==> src/rtl/ex_md_stage.sv <==
// Execute-stage M-extension unit: operand forwarding, iterative shift-add multiply /
// restoring divide with pipeline stall, and result muxing onto the EX result bus.
module ex_md_stage #(
  parameter int XLEN          = 32,
  parameter bit FAST_MUL      = 1'b0,
  parameter bit DIV_EARLY_OUT = 1'b1
) (
  input  logic            clk,
  input  logic            rst_n,
  input  logic            md_valid_i,
  input  logic [2:0]      md_op_i,
  input  logic [1:0]      forwardA,
  input  logic [1:0]      forwardB,
  input  logic [XLEN-1:0] Rs1_data_ex_i,
  input  logic [XLEN-1:0] Rs2_data_ex_i,
  input  logic [XLEN-1:0] result_ex_mem_o,
  input  logic [XLEN-1:0] load_or_result_mem_wb_o,
  input  logic [XLEN-1:0] alu_result_i,
  input  logic            flush_i,
  output logic [XLEN-1:0] A_o,
  output logic [XLEN-1:0] B_o,
  output logic            md_busy_o,
  output logic            md_done_o,
  output logic [XLEN-1:0] result_ex_o
);
  localparam int CW = $clog2(XLEN);

  typedef enum logic [1:0] {IDLE = 2'd0, BUSY = 2'd1, DONE = 2'd2} state_e;

  state_e            state_q, state_d;
  logic [CW-1:0]     cnt_q, cnt_d;
  logic [2:0]        op_q, op_d;
  logic              negq_q, negq_d;
  logic              negr_q, negr_d;
  logic [XLEN-1:0]   opb_q, opb_d;
  logic [2*XLEN-1:0] acc_q, acc_d;
  logic [XLEN-1:0]   md_result_q, md_result_d;

  logic              issue, is_div, a_sgn, b_sgn, neg_a, neg_b, b_zero, ovf, special;
  logic [XLEN-1:0]   a_mag, b_mag, early_res;
  logic [2*XLEN-1:0] fast_prod;
  logic [XLEN:0]     mul_sum, rem_sh, rem_diff;
  logic [2*XLEN-1:0] acc_step;

  // MUL keeps the low half of the unsigned product, which equals the signed one.
  function automatic logic [XLEN-1:0] mul_sel(input logic [2*XLEN-1:0] prod,
                                              input logic neg, input logic [2:0] op);
    logic [2*XLEN-1:0] p;
    p = neg ? -prod : prod;
    return (op[1:0] == 2'b00) ? p[XLEN-1:0] : p[2*XLEN-1:XLEN];
  endfunction

  function automatic logic [XLEN-1:0] div_sel(input logic [XLEN-1:0] q, input logic [XLEN-1:0] r,
                                              input logic negq, input logic negr,
                                              input logic [2:0] op);
    if (op[1]) return negr ? -r : r;
    return negq ? -q : q;
  endfunction

  always_comb begin
    unique case (forwardA)
      2'b10:   A_o = result_ex_mem_o;
      2'b01:   A_o = load_or_result_mem_wb_o;
      default: A_o = Rs1_data_ex_i;
    endcase
    unique case (forwardB)
      2'b10:   B_o = result_ex_mem_o;
      2'b01:   B_o = load_or_result_mem_wb_o;
      default: B_o = Rs2_data_ex_i;
    endcase
  end

  always_comb begin
    issue  = (state_q == IDLE) && md_valid_i && !flush_i;
    is_div = md_op_i[2];
    a_sgn  = is_div ? ~md_op_i[0] : (md_op_i[1:0] == 2'b01 || md_op_i[1:0] == 2'b10);
    b_sgn  = is_div ? ~md_op_i[0] : (md_op_i[1:0] == 2'b01);
    neg_a  = a_sgn & A_o[XLEN-1];
    neg_b  = b_sgn & B_o[XLEN-1];
    a_mag  = neg_a ? -A_o : A_o;
    b_mag  = neg_b ? -B_o : B_o;
    b_zero = (B_o == '0);
    ovf    = is_div && !md_op_i[0] && (A_o == {1'b1, {(XLEN-1){1'b0}}}) && (&B_o);
    special = is_div && (b_zero || ovf);
    if (b_zero) early_res = md_op_i[1] ? A_o : '1;
    else        early_res = md_op_i[1] ? '0 : A_o;
    fast_prod = {{XLEN{1'b0}}, a_mag} * {{XLEN{1'b0}}, b_mag};
  end

  // One iteration: multiply adds the multiplicand into the upper half and shifts right;
  // divide shifts {rem,quot} left and keeps the trial subtraction when it does not borrow.
  always_comb begin
    mul_sum  = {1'b0, acc_q[2*XLEN-1:XLEN]} + {1'b0, (acc_q[0] ? opb_q : '0)};
    rem_sh   = {acc_q[2*XLEN-1:XLEN], acc_q[XLEN-1]};
    rem_diff = rem_sh - {1'b0, opb_q};
    if (op_q[2]) begin
      if (rem_diff[XLEN]) acc_step = {rem_sh[XLEN-1:0], acc_q[XLEN-2:0], 1'b0};
      else                acc_step = {rem_diff[XLEN-1:0], acc_q[XLEN-2:0], 1'b1};
    end else begin
      acc_step = {mul_sum, acc_q[XLEN-1:1]};
    end
  end

  always_ff @(posedge clk or negedge rst_n) begin
    if (!rst_n) state_q <= IDLE;
    else        state_q <= state_d;
  end

  always_comb begin
    state_d = state_q;
    unique case (state_q)
      IDLE: if (issue) begin
        if (DIV_EARLY_OUT && special)   state_d = DONE;
        else if (FAST_MUL && !is_div)   state_d = DONE;
        else                            state_d = BUSY;
      end
      BUSY:    if (cnt_q == '0) state_d = DONE;
      DONE:    state_d = IDLE;
      default: state_d = IDLE;
    endcase
    if (flush_i) state_d = IDLE;
  end

  // Divide by zero yields all-ones / dividend naturally only if the quotient is not negated.
  always_comb begin
    cnt_d       = cnt_q;
    op_d        = op_q;
    negq_d      = negq_q;
    negr_d      = negr_q;
    opb_d       = opb_q;
    acc_d       = acc_q;
    md_result_d = md_result_q;
    if (issue) begin
      op_d   = md_op_i;
      negq_d = (neg_a ^ neg_b) & ~(is_div & b_zero);
      negr_d = neg_a;
      opb_d  = is_div ? b_mag : a_mag;
      acc_d  = {{XLEN{1'b0}}, (is_div ? a_mag : b_mag)};
      cnt_d  = CW'(XLEN - 1);
      if (DIV_EARLY_OUT && special)  md_result_d = early_res;
      else if (FAST_MUL && !is_div)  md_result_d = mul_sel(fast_prod, neg_a ^ neg_b, md_op_i);
    end else if (state_q == BUSY && !flush_i) begin
      acc_d = acc_step;
      cnt_d = cnt_q - 1'b1;
      if (cnt_q == '0) begin
        if (op_q[2]) md_result_d = div_sel(acc_step[XLEN-1:0], acc_step[2*XLEN-1:XLEN],
                                           negq_q, negr_q, op_q);
        else         md_result_d = mul_sel(acc_step, negq_q, op_q);
      end
    end
  end

  always_ff @(posedge clk or negedge rst_n) begin
    if (!rst_n) begin
      cnt_q       <= '0;
      op_q        <= '0;
      negq_q      <= 1'b0;
      negr_q      <= 1'b0;
      opb_q       <= '0;
      acc_q       <= '0;
      md_result_q <= '0;
    end else begin
      cnt_q       <= cnt_d;
      op_q        <= op_d;
      negq_q      <= negq_d;
      negr_q      <= negr_d;
      opb_q       <= opb_d;
      acc_q       <= acc_d;
      md_result_q <= md_result_d;
    end
  end

  always_comb begin
    md_busy_o   = issue || (state_q == BUSY);
    md_done_o   = (state_q == DONE);
    result_ex_o = md_done_o ? md_result_q : alu_result_i;
  end

endmodule

==> config.mk <==
export PLATFORM = sky130hd
export DESIGN_NAME = ex_md_stage
export DESIGN_NICKNAME = d
export VERILOG_FILES = /design/src/rtl/ex_md_stage.sv
export SDC_FILE = /design/constraint.sdc
export NUM_CORES = 1
export LEC_CHECK = 0
export BUFFER_PORTS_ARGS = -buffer_cell sky130_fd_sc_hd__clkbuf_2
export CORE_ASPECT_RATIO = 1.4
export CORE_UTILIZATION = 40
export CTS_BUF_LIST = sky130_fd_sc_hd__clkbuf_4 sky130_fd_sc_hd__clkbuf_8
export DETAILED_ROUTE_END_ITERATION = 7
export GPL_ROUTABILITY_DRIVEN = 0
export SLEW_MARGIN = 5
export SYNTH_ARGS = -nofsm -noshare
export SYNTH_HDL_FRONTEND = slang
export SYNTH_SLANG_ARGS = --single-unit
export TNS_END_PERCENT = 10
==> constraint.sdc <==
create_clock -name clk -period 11.6 [get_ports clk]
set_input_delay 1.74 -clock clk [delete_from_list [all_inputs] [get_ports clk]]
set_output_delay 1.74 -clock clk [all_outputs]
set_load 0.05 [all_outputs]
# After elaboration in Yosys (flattened, before gate mapping)
# Cells that the tools add are included.
word_totals:
  ff_bits: 140
  latchBits: 0
  ram_bits: 0
  romBits: 0
  input_bits: 171
  n_memories: 0
classes:
  add_sub_neg: 8
  n_mul: 0
  n_div: 0
  magnitude_cmp: 0
  eq_ne: 12
  shift: 0
  mux: 40
  bitwise: 7
  n_reduce_logical: 21
op_table:
  columns: ["operator", "n"]
  rows:
  - ["32-bit 2-to-1 mux", 19]
  - ["64-bit 2-to-1 mux", 5]
  - ["32-bit negation", 4]
  - ["32-bit case mux with 2 select lines", 2]
  - ["64-bit negation", 1]
  - ["32-bit by 32-bit adder with 33-bit output", 1]
  - ["33-bit by 32-bit subtractor with 33-bit output", 1]
  - ["32-bit == test, second input constant", 1]
  - ["32-bit logical NOT", 1]
  - ["32-bit AND reduction", 1]
  - ["5-bit 2-to-1 mux", 2]
  - ["2-bit by 1-bit == test with 1-bit output, second input constant", 4]
  - ["2-bit == test, second input constant", 4]
  - ["2-bit 2-to-1 mux", 4]
  - ["1-bit logical AND", 7]
  - ["1-bit 2-to-1 mux", 7]
  - ["3-bit inequality test, second input constant", 2]
  - ["5-bit logical NOT", 1]
  - ["5-bit by 1-bit subtractor with 5-bit output, second input constant", 1]
  - ["1-bit bitwise AND", 4]
  - ["2-bit logical NOT", 2]
  - ["2-bit case mux with 2 select lines", 1]
  - ["2-bit nonzero test", 2]
  - ["1-bit logical OR", 3]
  - ["other kinds (6)", 8]

# Logic depth before layout (Yosys ltp)
# Gate-level depths: netlist (run 1).
depth:
  depth_word: 11
  mapped_depth: 27
  mapped_depth_nobuf: 24

# Worst setup path before layout (run 1)
# No wires, ideal clock.
synth_path:
  path_kind: "input port to flip-flop"
  from: "input port forwardA[0]"
  to: "register md_result_q[1]"
  setup_time_ps: 125
  t_arrival_ps: 6768
  setup_slack_ps: 4707
  cell_stages: 19
  path_cell_list: "inv_1 > ha_1 > clkbuf_1 > buf_1 > buf_1 > a22oi_1 > o21ai_0 > inv_1 > ha_1 > and3_1 > and3_1 > nor2b_1 > and3_1 > a221o_1 > buf_2 > o21ai_1 > inv_1 > clkbuf_1 > mux2_2"
synth_via:
  elab_chain_cells: 9
  word_cells_on_any_way: 15
  classes_between: "eq/ne (4); mux (6); reduce/logical (5)"
synth_rtl:
  columns: ["element", "line", "text"]
  rows:
  - ["start, declared", "12", "input logic [1:0] forwardA,"]
  - ["2-bit by 1-bit == test with 1-bit output / 2-bit == test (equally long branches)", "61", "unique case (forwardA)"]
  - ["32-bit case mux with 2 select lines (*)", "61", null]
  - ["named net A_o[0]", "20", "output logic [XLEN-1:0] A_o,"]
  - ["32-bit == test (*)", "83", "ovf = is_div && !md_op_i[0] && (A_o == {1'b1, {(XLEN-1){1'b0}}}) && (&B_o);"]
  - ["1-bit logical AND (*) (2 in series)", "83", null]
  - ["1-bit logical OR (*)", "84", "special = is_div && (b_zero || ovf);"]
  - ["1-bit logical AND (*)", "84", null]
  - ["2-bit by 1-bit inequality test with 1-bit output (no source line) (*)", null, null]
  - ["3-bit AND reduction (no source line) (*)", null, null]
  - ["end signal, assigned", "169", "md_result_q <= md_result_d;"]
  - ["end, declared", "37", "logic [XLEN-1:0] md_result_q, md_result_d;"]
# The timed path passes the listed nets; every way through them passes the cells marked *. The select of a mux whose other input is x is not followed.
# A chain may end at the register's enable or synchronous reset.

# Final worst setup path (run 1)
layout_path:
  from: "input port forwardB[0]"
  to: "register md_result_q[31]"
layout_via:
  elab_chain_cells: 8
  word_cells_on_any_way: 13
  classes_between: "eq/ne (3); mux (4); reduce/logical (6)"
layout_rtl:
  columns: ["element", "line", "text"]
  rows:
  - ["start, declared", "13", "input logic [1:0] forwardB,"]
  - ["2-bit by 1-bit == test with 1-bit output / 2-bit == test (equally long branches)", "66", "unique case (forwardB)"]
  - ["32-bit case mux with 2 select lines (*)", "66", null]
  - ["32-bit AND reduction", "83", null]
  - ["1-bit logical AND", "83", null]
  - ["1-bit logical OR", "84", null]
  - ["1-bit logical AND", "84", null]
  - ["2-bit by 1-bit inequality test with 1-bit output (no source line)", null, null]
  - ["3-bit AND reduction (no source line)", null, null]
# Every way passes the cells marked *; elsewhere a longest branch is shown, timed or not. The select of a mux whose other input is x is not followed.

==> impl_metrics.env, run 1 <==
export IMPL_path_clk_slew_ns=0.08
export IMPL_crit_type="in2reg"
export IMPL_min_to="md_result_q[7]"
export IMPL_drt_total_wl_mm=83.4
export IMPL_crit_reg2reg_capture="md_result_q[22]"
export IMPL_slew_viol_final=0
export IMPL_rsz0062_at_grt="false"
export IMPL_layout_cells_non_filler=3386
export IMPL_irDropWorstVdd_uv=116
export IMPL_die_h_um=258
export IMPL_synth_xor_area_share_pct=8.23
export IMPL_clk_latency_ns=0.51
export IMPL_post_cts_buffers=0
export IMPL_whs_path_depth=2
export IMPL_synth_edf_count=0
export IMPL_skew_ns=0.0204
export IMPL_start_util_pct=40.7
export IMPL_die_x_um=185
export IMPL_synth_area_mux_share_pct=5.25
export IMPL_hpwl_mm=65.1
export IMPL_tightestPinTransition_ns=1.46
export IMPL_hold_viol_final=0
export IMPL_cts_sinks=140
export IMPL_wl_per_cell_um=24.6
export IMPL_power_w=0.00565
export IMPL_drt_iter0_markers=1976
export IMPL_io_pins=269
export IMPL_drive_gt1_share_pct=16.0
export IMPL_min_path_type="reg2reg"
export IMPL_grt_antenna_before_repair=5
export IMPL_design_core_area_um2=46100
export IMPL_synth_compound_area_share_pct=33.5
export IMPL_first_pass_iters=8
export IMPL_tns_ns=0
export IMPL_max_freq_ghz=0.132
export IMPL_powerDensity_nw_per_um2=271
export IMPL_critPathArrivalTime_ns=7.93
export IMPL_yosys_area_top_type_share_pct=18.7
export IMPL_synth_ff_type="dfrtp_1"
export IMPL_required_ns=11.96
export IMPL_timing_final_crit_share_pct=65.3
export IMPL_reg2regPathDepth=22
export IMPL_cts_tree="built"
export IMPL_r2r_slack_ns=4.49
export IMPL_syn_inst=2614
export IMPL_synth_area_um2=18700
export IMPL_placed_cell_area_um2=20400
export IMPL_reg2reg_from="acc_q[31]"
export IMPL_cp_end_kind="flip-flop"
export IMPL_status="completed"
export IMPL_root_buffer="clkbuf_8"
export IMPL_crit_top_cell="inv_1"
export IMPL_critPathMaxFanout=45
export IMPL_grt_overflow_total=0
export IMPL_worst_path_buf_inv=6
export IMPL_start_kind="input port"
export IMPL_placed_cells=3354
export IMPL_viasPerCell=6.44
export IMPL_met2_usage_pct=58.4
export IMPL_grt_pass1_vias=21600
export IMPL_synth_distinct_cells=109
export IMPL_hold_slack_ns=0.491
export IMPL_period_needed_ns=7.58
export IMPL_cts_resized=0
export IMPL_cts_hold_buf=0
export IMPL_dieArea_um2=47700
export IMPL_portBuffers=268
export IMPL_syn_num_nets=2863
export IMPL_synth_top_area_cell="dfrtp_1"
export IMPL_synth_avg_cell_area_um2=7.17
export IMPL_area_growth_syn_to_layout_pct=11.4
export IMPL_hp_start="md_result_q[7]"
export IMPL_setup_viol=0
export IMPL_crit_path_start="forwardB[0]"
export IMPL_busiest_layer="met2"
export IMPL_grt_first_pass_wirelength_mm=125
export IMPL_drcViolationCount=0
export IMPL_yosysSeqAreaShare_pct=18.7
export IMPL_design_area_um2=20900
export IMPL_maxSlewHeadroom_pct=2.02
export IMPL_ant_nets=0
export IMPL_nets=3005
export IMPL_synth_warnings=0
export IMPL_critPathTopFamily="compound AO/OA/AOI/OAI gates"
export IMPL_async_reset_ff_share_pct=100
export IMPL_cpMaxStageDelayCell="o21ai_0"
export IMPL_cts_buffers=17
export IMPL_ys_seq_elements=140
export IMPL_grt_use_met1_pct=36.6
export IMPL_cts_path_max_buffers=2
export IMPL_routed_via_count=21800
export IMPL_crit_path_max_incr_delay_ns=0.86
export IMPL_synth_top_family_by_area="compound AO/OA/AOI/OAI gates"
export IMPL_power_leakage_nw=8.93
export IMPL_crit_path_cell_trace="clkbuf_2 > inv_1 > ha_1 > buf_4 > inv_1 > o21ai_0 > ha_1 > nand2_1 > nor3_1 > nand2_1 > nor3_1 > and2_1 > buf_4 > a221o_1 > o21ai_2 > inv_1 > o211ai_1 > a2111oi_0 > a2bb2oi_1"
export IMPL_met3_usage_pct=6.43
export IMPL_row_count=93
export IMPL_synthAdderAreaFrac_pct=5.56
export IMPL_synthSimpleGateAreaFrac_pct=22.1
export IMPL_track_usage_pct=34.6
export IMPL_cap_violations=0
export IMPL_yosys_top_cells_area="dfrtp_1 (19%), o21ai_0 (7.5%), xnor2_1 (6.0%), nand2_1 (5.7%), a21oi_1 (5.7%)"
export IMPL_grt_max_degree=76
export IMPL_cts_max_level=4
==> layer usage <==
metal  vias up  part of all wire [%]
li1       9922                     -
met1     10200                    35
met2      1324                    47
met3       403                   7.6
met4         4                    10
met5         -                 0.031
==> metrics by stage <==
stage                     setup WS [ns]  utilization, %
after detailed placement           3.67            44.3
after global placement             3.88            44.3
after CTS                          4.19            45.3
after floorplan                    4.71               -
after global routing               3.60            45.3
final                              4.02            45.3
==> cell type report <==
cell class / count / area, um^2
Antenna cell: 2 / 5.00
Clock buffer: 19 / 255
Clock inverter: 11 / 170
Fill cell: 4820 / 25200
Inverter: 132 / 495
Multi-Input combinational cell: 2160 / 14000
Sequential cell: 140 / 3510
Tap cell: 617 / 772
Timing Repair Buffer: 305 / 1630
==> flip-flops by register name, summed over array words and instances, names as in the netlist <==
| name | flops |
|---|---|
| negr_q | 1 |
| op_q | 3 |
| cnt_q | 5 |
| negq_q | 1 |
| md_result_q | 32 |
| opb_q | 32 |
| state_q | 2 |
| acc_q | 64 |
==> where the power goes <==
| part | internal (W) | total (W) | switching, W |
|---|---|---|---|
| Combinational | 0.00139 | 0.00426 | 0.00288 |
| Clock | 0.000240 | 0.000456 | 0.000216 |
| Sequential | 0.000657 | 0.000931 | 0.000274 |
==> cells in the mapped netlist, types with 18 or more instances <==
cell type,n
xnor2_1,128
inv_1,129
or3_1,19
and3_1,25
o211ai_1,67
nor2_1,180
xor2_1,48
ha_1,76
nor4_1,24
o21a_1,20
a221o_1,42
buf_2,24
mux2_2,35
clkbuf_1,133
nor2b_1,20
a21oi_1,215
nand2_1,287
dfrtp_1,140
a211oi_1,30
nand4_1,32
a31oi_1,39
mux2i_1,55
a22oi_1,25
and2_1,43
o21ai_1,26
nand3_1,63
a21o_1,35
buf_1,19
nor3_1,67
o21ai_0,281
or2_2,18
==> how the worst max path moves through the flow <==
stage | end | slack [ns] | cells past startpoint
4_1_cts | md_result_q[31] | 4.19 | 19
5_1_grt | md_result_q[31] | 3.60 | 19
3_5_place_dp | md_result_q[31] | 3.67 | 19
3_3_place_gp | md_result_q[31] | 3.88 | 19
6_report | md_result_q[31] | 4.02 | 19
2_1_floorplan | md_result_q[1] | 4.71 | 19
==> kinds of logic (layout without fill, tap and decap cells) <==
| family | count (synthesis) | count (layout) |
|---|---|---|
| AO/OA/AOI/OAI | 959 | 959 |
| buffers and inverters | 314 | 467 |
| adder cells (fa/ha/maj) | 83 | 83 |
| AND/OR/NAND/NOR | 849 | 849 |
| other | 0 | 2 |
| multiplexers | 93 | 93 |
| flip-flops | 140 | 140 |
| XOR/XNOR | 176 | 176 |
==> placed cells by master (no fill, tap or decap), types with 19 or more instances in the layout <==
master,Yosys,routed
mux2i_1,55,55
inv_1,129,129
nand2_1,287,286
o21ai_1,26,25
a221o_1,42,42
mux2_2,35,35
or3_1,19,19
nand3_1,63,62
and2_1,43,43
clkbuf_2,1,266
nor3_1,67,66
dfrtp_1,140,139
o211ai_1,67,67
a31oi_1,39,39
nand4_1,32,32
o21ai_0,281,281
a22oi_1,25,25
nor2b_1,20,19
a21o_1,35,35
a211oi_1,30,30
ha_1,76,76
a21oi_1,215,215
buf_4,2,37
xnor2_1,128,128
o21a_1,20,20
nor4_1,24,24
and3_1,25,24
xor2_1,48,48
nor2_1,180,179
==> worst register-to-register path: stages (launching register included) <==
cell	delay [ns]
dfrtp_1	0.53
inv_1	0.12
ha_1	0.17
inv_1	0.06
fa_1	0.44
a211o_4	0.39
a211o_4	0.39
a22o_4	0.26
o211ai_4	0.36
a31oi_4	0.22
a21oi_1	0.30
ha_1	0.23
nor3b_1	0.23
o221ai_1	0.23
or4_1	0.61
nand2b_1	0.23
or3_1	0.45
or3_1	0.44
or4_4	0.47
o41ai_2	0.25
xnor2_1	0.13
a2111oi_2	0.38
nor3_1	0.09
No activity file was read; power rests on OpenSTA's default activity.
==> run 2, diff against run 1 <==
clock period = 6.93 ns   (was 11.6 ns; I/O delays follow)
==> run 2 against run 1 <==
  * Critical path depth increased by 4
  * Combinational power increased by 70%
  * Die area unchanged
  * Core utilization increased by 0.45 points
  * Flip-flop and latch count unchanged
  * Sequential share of layout area decreased by 0.16 points
  * Count of clock-buffer cells in the layout unchanged
  * Wire length increased by 0.86%
  * Via count decreased by 0.11%
  * Global-route usage increased by 0.54 points
  * Final area increased by 0.99%
  * Non-clock buffer count increased by 25
  * Highest routed layer unchanged
==> impl_metrics.env, run 2 (synthesis results as in run 1) <==
export IMPL_die_h_um=258
export IMPL_min_path_type="reg2reg"
export IMPL_powerDensity_nw_per_um2=452
export IMPL_busiest_layer="met2"
export IMPL_setup_viol=0
export IMPL_cts_sinks=140
export IMPL_grt_max_degree=104
export IMPL_post_cts_buffers=0
export IMPL_critPathMaxFanout=6
export IMPL_met2_usage_pct=59.7
export IMPL_drive_gt1_share_pct=16.9
export IMPL_mostFrequentLayoutCells="nand2_1 (286), o21ai_0 (281), clkbuf_2 (266), a21oi_1 (214), nor2_1 (179)"
export IMPL_hp_start="md_result_q[11]"
export IMPL_cp_end_kind="flip-flop"
export IMPL_dieArea_um2=47700
export IMPL_routed_via_count=21800
export IMPL_root_buffer="clkbuf_8"
export IMPL_crit_reg2reg_capture="md_result_q[20]"
export IMPL_crit_path_cell_trace="inv_1 > ha_1 > inv_1 > fa_1 > a211o_4 > a211o_4 > a22o_4 > o211ai_4 > a31oi_4 > a21oi_2 > ha_1 > nor3b_1 > o221ai_1 > or4_1 > nand2b_1 > or3_1 > or3_1 > a211oi_1 > nand4_1 > and2_1 > xnor2_1 > o221a_2 > a31oi_1"
export IMPL_grt_use_met1_pct=37.2
export IMPL_max_freq_ghz=0.153
export IMPL_hold_viol_final=0
export IMPL_largest_register="acc_q"
export IMPL_skew_ns=0.0173
export IMPL_cap_violations=0
export IMPL_track_usage_pct=35.1
export IMPL_hpwl_mm=65.7
export IMPL_irDropWorstVdd_uv=192
export IMPL_row_count=93
export IMPL_die_x_um=185
export IMPL_nFillCells=4799
export IMPL_cts_tree="built"
export IMPL_drcViolationCount=0
export IMPL_first_pass_iters=7
export IMPL_path_clk_slew_ns=0.09
export IMPL_grt_antenna_before_repair=3
export IMPL_timing_final_crit_share_pct=94.2
export IMPL_rsz0062_at_grt="false"
export IMPL_viasPerCell=6.39
export IMPL_ant_nets=0
export IMPL_clk_latency_ns=0.52
export IMPL_start_kind="flip-flop"
export IMPL_tns_ns=0
export IMPL_whs_path_depth=2
export IMPL_power_w=0.00952
export IMPL_cts_path_max_buffers=2
export IMPL_r2r_slack_ns=0.40
export IMPL_placed_cell_area_um2=20600
export IMPL_portBuffers=268
export IMPL_critPathArrivalTime_ns=6.98
export IMPL_min_to="md_result_q[11]"
export IMPL_cts_max_level=4
export IMPL_maxSlewHeadroom_pct=15.3
export IMPL_required_ns=7.38
export IMPL_final_common_cell="nand2_1"
export IMPL_slew_viol_final=0
export IMPL_hold_slack_ns=0.502
export IMPL_cpMaxStageDelayCell="or4_1"
export IMPL_tightestPinTransition_ns=1.26
export IMPL_design_area_um2=21100
export IMPL_io_pins=269
export IMPL_largest_reg_flops=64
export IMPL_nets=3030
export IMPL_drt_total_wl_mm=84.1
export IMPL_grt_overflow_total=0
export IMPL_drt_iter0_markers=1910
export IMPL_status="completed"
export IMPL_start_util_pct=40.7
export IMPL_reg2reg_from="acc_q[31]"
export IMPL_met3_usage_pct=6.70
export IMPL_period_needed_ns=6.53
export IMPL_cts_buffers=17
export IMPL_wl_per_cell_um=24.6
export IMPL_crit_path_max_incr_delay_ns=0.60
export IMPL_grt_pass1_vias=21400
export IMPL_crit_type="reg2reg"
export IMPL_reg2regPathDepth=23
export IMPL_design_core_area_um2=46100
export IMPL_top_regs="acc_q x64, md_result_q x32, opb_q x32"
export IMPL_grt_first_pass_wirelength_mm=126
export IMPL_power_leakage_nw=9.05
export IMPL_area_growth_syn_to_layout_pct=12.5
-- run 2: cell count changes in the layout (fill, tap and decap cells not counted), sizes merged --
cell	change
inv	+2
clkinv	-1
diode	-1
bufinv	-1
clkinvlp	+2
buf	+25
-- run 2: final cells by class --
class | instances | area, um^2 | share of cell area, %
antenna | 1 | 2.50 | 0.0119
clock buffer | 19 | 255 | 1.21
clock inverter | 13 | 164 | 0.778
inverter | 132 | 495 | 2.35
multi-input combinational | 2160 | 14000 | 66.6
sequential | 140 | 3510 | 16.6
tap | 617 | 772 | 3.66
timing repair buffer | 330 | 1840 | 8.72
-- run 2: power by group --
part | internal (W) | switching [W] | total (W)
logic | 0.00244 | 0.00479 | 0.00723
clock network | 0.000370 | 0.000379 | 0.000749
registers | 0.00110 | 0.000439 | 0.00154
total | 0.00391 | 0.00561 | 0.00952
-- run 2: worst max-delay path by stage --
stage | from | end | slack (ns) | cells past startpoint
5_1_grt | acc_q[31] | md_result_q[22] | 0.06 | 22
2_1_floorplan | forwardA[0] | md_result_q[1] | 0.74 | 19
6_report | acc_q[31] | md_result_q[20] | 0.40 | 23
3_5_place_dp | acc_q[31] | md_result_q[22] | 0.41 | 22
3_3_place_gp | acc_q[31] | md_result_q[22] | 0.47 | 22
4_1_cts | acc_q[31] | md_result_q[22] | 0.37 | 22
-- run 2: critical path: cells and delay by family (launching register included) --
kind | cells | cell delay (ns)
compound gates | 10 | 2.54
simple gates | 7 | 2.46
fa+ha+maj | 3 | 0.83
xor+xnor | 1 | 0.12
buf+inv | 2 | 0.12
flops | 1 | 0.39
-- run 2: per-layer routing --
layer,part of all wire (%),vias up
li1,-,9976
met1,35,10200
met2,48,1234
met3,7.8,352
met4,9.5,4
met5,0.023,-
-- run 2: repair_timing --
| action | 4_1_cts | 5_1_grt |
|---|---|---|
| endpoints found under the setup margin | 0 | 1 |
| hold buffers | 0 | 0 |
| hold endpoints to repair | 0 | 0 |
| resized for setup | 0 | 1 |
-- run 2: per-stage QoR --
| step | cells | setup WS [ns] | util, % |
|---|---|---|---|
| after floorplan | 2614 | 0.737 | - |
| after global placement | 3379 | 0.471 | 44.8 |
| after detailed placement | 3379 | 0.408 | 44.8 |
| after CTS | 3411 | 0.367 | 45.7 |
| after global routing | 3412 | 0.0595 | 45.7 |
| final | 3412 | 0.401 | 45.7 |
